==> src/rtl/t_ff_pkg.sv <==
// Shared constants and helpers for the T-flip-flop counter family.
package t_ff_pkg;

  localparam int MODE_WRAP = 0;
  localparam int MODE_HOLD = 1;

  function automatic logic [31:0] clamp_max(input logic [31:0] value, input logic [31:0] max);
    logic [31:0] res;
    if (value > max) begin
      res = max;
    end else begin
      res = value;
    end
    return res;
  endfunction

endpackage

==> src/rtl/t_ff_cell.sv <==
// Single T flip-flop: toggles on the rising clock edge when t is high.
module t_ff_cell (
  input  logic clk,
  input  logic rst,
  input  logic t,
  output logic q
);

  logic q_q;

  always_ff @(posedge clk or posedge rst) begin
    if (rst) begin
      q_q <= 1'b0;
    end else if (t) begin
      q_q <= ~q_q;
    end else begin
      q_q <= q_q;
    end
  end

  assign q = q_q;

endmodule

==> src/rtl/t_ff_counter.sv <==
// Up/down counter with modulus MAX, load, wrap/saturate and sticky overflow,
// where every count bit is held in a T cell toggled by q ^ q_next.
module t_ff_counter
  import t_ff_pkg::*;
#(
  parameter int WIDTH    = 4,
  parameter int MAX      = (2 ** WIDTH) - 1,
  parameter int SATURATE = MODE_WRAP
) (
  input  logic             clk,
  input  logic             rst,
  input  logic             en,
  input  logic             up,
  input  logic             load,
  input  logic [WIDTH-1:0] d,
  output logic [WIDTH-1:0] q,
  output logic             tc,
  output logic             ovf
);

  localparam logic [WIDTH-1:0] MAX_W = WIDTH'(MAX);

  logic [WIDTH-1:0] cnt_s;
  logic [WIDTH-1:0] cnt_d;
  logic [WIDTH-1:0] t_s;
  logic             at_max_s;
  logic             at_zero_s;
  logic             ovf_d;
  logic             ovf_q;

  assign at_max_s  = (cnt_s == MAX_W);
  assign at_zero_s = (cnt_s == {WIDTH{1'b0}});

  always_comb begin
    cnt_d = cnt_s;
    ovf_d = ovf_q;
    if (load) begin
      cnt_d = WIDTH'(clamp_max(32'(d), 32'(MAX_W)));
      ovf_d = 1'b0;
    end else if (en) begin
      if (up) begin
        if (at_max_s) begin
          cnt_d = (SATURATE == MODE_HOLD) ? MAX_W : {WIDTH{1'b0}};
          ovf_d = 1'b1;
        end else begin
          cnt_d = cnt_s + WIDTH'(1);
        end
      end else begin
        if (at_zero_s) begin
          cnt_d = (SATURATE == MODE_HOLD) ? {WIDTH{1'b0}} : MAX_W;
          ovf_d = 1'b1;
        end else begin
          cnt_d = cnt_s - WIDTH'(1);
        end
      end
    end else begin
      cnt_d = cnt_s;
      ovf_d = ovf_q;
    end
  end

  assign t_s = cnt_s ^ cnt_d;

  for (genvar i = 0; i < WIDTH; i++) begin : g_cell
    t_ff_cell u_cell (
      .clk (clk),
      .rst (rst),
      .t   (t_s[i]),
      .q   (cnt_s[i])
    );
  end

  always_ff @(posedge clk or posedge rst) begin
    if (rst) begin
      ovf_q <= 1'b0;
    end else begin
      ovf_q <= ovf_d;
    end
  end

  // rst gating keeps tc low while the cells are held at zero
  assign tc  = ~rst & en & ~load & ((up & at_max_s) | (~up & at_zero_s));
  assign q   = cnt_s;
  assign ovf = ovf_q;

endmodule

==> config.mk <==
export PLATFORM = sky130hd
export DESIGN_NAME = t_ff_counter
export DESIGN_NICKNAME = d
export VERILOG_FILES = /design/src/rtl/t_ff_pkg.sv /design/src/rtl/t_ff_cell.sv /design/src/rtl/t_ff_counter.sv
export SDC_FILE = /design/constraint.sdc
export NUM_CORES = 1
export LEC_CHECK = 0
export CORE_AREA = 10 10 47 49
export CTS_CLUSTER_DIAMETER = 200
export DETAILED_ROUTE_END_ITERATION = 10
export DIE_AREA = 0 0 57 59
export SYNTH_ARGS = -nofsm -noshare
export SYNTH_HDL_FRONTEND = slang
export SYNTH_SLANG_ARGS = --single-unit
export TNS_END_PERCENT = 30
==> constraint.sdc <==
create_clock -name clk -period 1.45 [get_ports clk]
set_input_delay 0.145 -clock clk [delete_from_list [all_inputs] [get_ports clk]]
set_output_delay 0.145 -clock clk [all_outputs]
set_load 0.02 [all_outputs]
==> summary.txt <==
status: complete, but fails checks
failing checks: setup timing
Max Clk Rate: 0.6037 GHz
WP data arrival: 1510 ps
Lkg Pwr: 0.0003334 µW
Die X-Extent: 57 µm
DR DRC count: 0
Int Pwr: 432.5 µW
initial antenna violation count: 0
worst vdd ir: 0.4044 mV
commonest non-fill, non-tap cell in the layout: buf_4
global placer's final weighted congestion: 0.7304
deepest clock path buffer count: 2
number of global-route vias before repair: 482
Core ar.: 1401 µm²
most frequent cells in the layout: buf_4 (18), clkdlybuf4s50_1 (9), dfrtp_1 (5), dlygate4sd2_1 (4)
clk_skew: 4.841 ps
Yosys cell types: 24
CTS buffer count: 3
Hold WS: 157.2 ps
I/O pin count: 15
Detailed Route WL: 1136 µm
post-synthesis sequential area ratio: 30.58%
first-pass GRT wire length: 2083 µm
Hold/Removal Path Class: input port to asynchronous set/reset pin
CTS H-tree depth: 1
R2R Path Start: g_cell[0].u_cell.q$_DFFE_PP0P_
Fin. Hold Viols: 0
slew of the pin with the lowest slew margin: 250.7 ps
Finish-stage setup viols: 3
FILL cells: 146
Mapped Cells: 46
Sw Pwr: 200.4 µW
FP Rows: 14
drt wl/cell: 12.22 µm
GR Util All Layers: 7.378%
final net count: 89
Cell Area, Synth: 409.1 µm²
CP Max Fanout: 3
fraction of final layout cells sized beyond drive strength 1: 42.86%
R2R cell count: 6
asr flop ratio synth: 100.0%
clk_lat worst skew: 240 ps
Via density: 4.602
fin crit period: 1656 ps
RSZ-0062 raised after global routing: true
final worst slack: -206.5 ps
post-route ant nets: 0
Primary FF master, synth: dfrtp_1
worst slack at placement: -556.4 ps
switch share: 31.66%
Yosys warnings: 0
combinational fraction of design power: 47.3%
CP endpoint kind: primary output
max_slew headroom: 83.22%
Final Max Slew Viols: 0
clock slew at reported path FFs: 40 ps
part of the power in registers: 27.9%
Post-Synthesis Net Count: 57
Root Driver: clkbuf_4
final antenna diode count: 0
Starting Density: 29.20%
R2R Path End: g_cell[3].u_cell.q$_DFFE_PP0P_
via count: 428
dpl hpwl: 913.7 µm
Yosys top cell area share: 30.58%
CTS sink cnt: 5
TNS Setup: -510.9 ps
Buffers on Ports: 14
Synth Area per Inst: 8.894 µm²
pwr/cell area: 869.2 nW/µm²
largest net degree at the start of global routing: 8
final worst-path cycle share: 114.2%
area delta synth->final: 77.98%
Reg2Reg Setup Slack: -150 ps
Die H: 59 µm
Worst setup SP type: flip-flop
EDFF count, synth: 0
largest area contributor in the netlist: dfrtp_1
First-pass DRT Iterations: 3
Crit Path Category: flip-flop to primary output
number of max-cap violations: 0
Clock Power Share: 24.7%
CP required: 1310 ps
Overflow after GRT: 0
Synth area leaders: dfrtp_1 (31%), buf_4 (7.3%), ha_1 (6.1%)
flops & latches, synth: 5
die area: 3363 µm²
CTS tree: built
initial drt markers: 1
-- stage by stage --
step,util [%],area (µm²),cells,total power [µW]
after floorplan,-,432.9,46,327.2
after global placement,46.61,653.1,84,448.3
after detailed placement,46.61,653.1,84,452.6
after CTS,50.71,710.7,92,633.1
after global routing,51.96,728.2,93,686.6
final,51.96,728.2,93,632.9
-- cell families (layout without fill, tap and decap cells) --
logic type	Yosys count	count (layout)	share of synthesized area [%]
DFF	5	5	30.58
and+or+nand+nor	12	12	17.13
buffers and inverters	10	41	12.84
adders and majority gates	2	2	6.115
muxes	3	3	7.951
xor gates and xnor gates	2	2	4.282
AOI/OAI and AO/OA	12	12	21.10
-- worst max-delay path, cell delays in order (launching register included) --
cell	delay (ps)
dfrtp_1	400
inv_2	90
ha_4	130
nor4b_4	230
o21ai_2	110
nor3_2	160
buf_4	160
-- cell usage after synthesis (2+ instances only) --
master / n
mux2_2: 2
nand2_1: 3
buf_4: 4
nor2_1: 2
inv_1: 5
xnor2_1: 2
o21ai_0: 4
dfrtp_1: 5
a21oi_1: 3
ha_1: 2
-- power by group through the flow --
stage / Clock [µW] / Combinational, µW / Sequential [µW]
2_1_floorplan: 0 / 141 / 187
3_3_place_gp: 0 / 270 / 178
3_5_place_dp: 0 / 273 / 180
4_1_cts: 166 / 291 / 176
5_1_grt: 170 / 336 / 180
6_report: 156 / 300 / 177
-- worst max path at each step --
| stage | from | end | depth (start not counted) |
|---|---|---|---|
| after CTS | g_cell[0].u_cell.q$_DFFE_PP0P_ | tc | 6 |
| after global routing | g_cell[0].u_cell.q$_DFFE_PP0P_ | tc | 6 |
| after global placement | up | tc | 5 |
| after floorplan | g_cell[0].u_cell.q$_DFFE_PP0P_ | tc | 5 |
| after detailed placement | up | tc | 5 |
| final | g_cell[1].u_cell.q$_DFFE_PP0P_ | tc | 6 |
-- per-layer routing --
layer / part of all wire [%] / vias to the layer above / track usage (%)
met3: 8.8 / 0 / 3.219
met2: 52 / 10 / 12.56
met1: 40 / 196 / 7.813
met5: 0 / - / 0
li1: - / 222 / -
met4: 0 / 0 / 3.020
-- cell type report --
cell class / count / area (µm²) / share of cell area (%)
multi-input cells: 31 / 274.0 / 37.63
repair buffers: 31 / 260.3 / 35.74
flip-flops and latches: 5 / 125.1 / 17.18
clock buffers: 4 / 26.28 / 3.608
inverters: 6 / 22.52 / 3.093
well taps: 16 / 20.02 / 2.749
-- state kept, by name, indices dropped and copies added (netlist names) --
signal / flops
g_cell.u_cell.q: 4
ovf: 1
-- timing repair --
action | in CTS | in global routing
pin swaps | 5 | 2
cloned | 0 | 0
resized for setup | 13 | 2
hold buffers | 0 | 0
setup buffers | 4 | 1
endpoints found under the setup margin | 7 | 3
No activity file was read; power rests on OpenSTA's default activity.
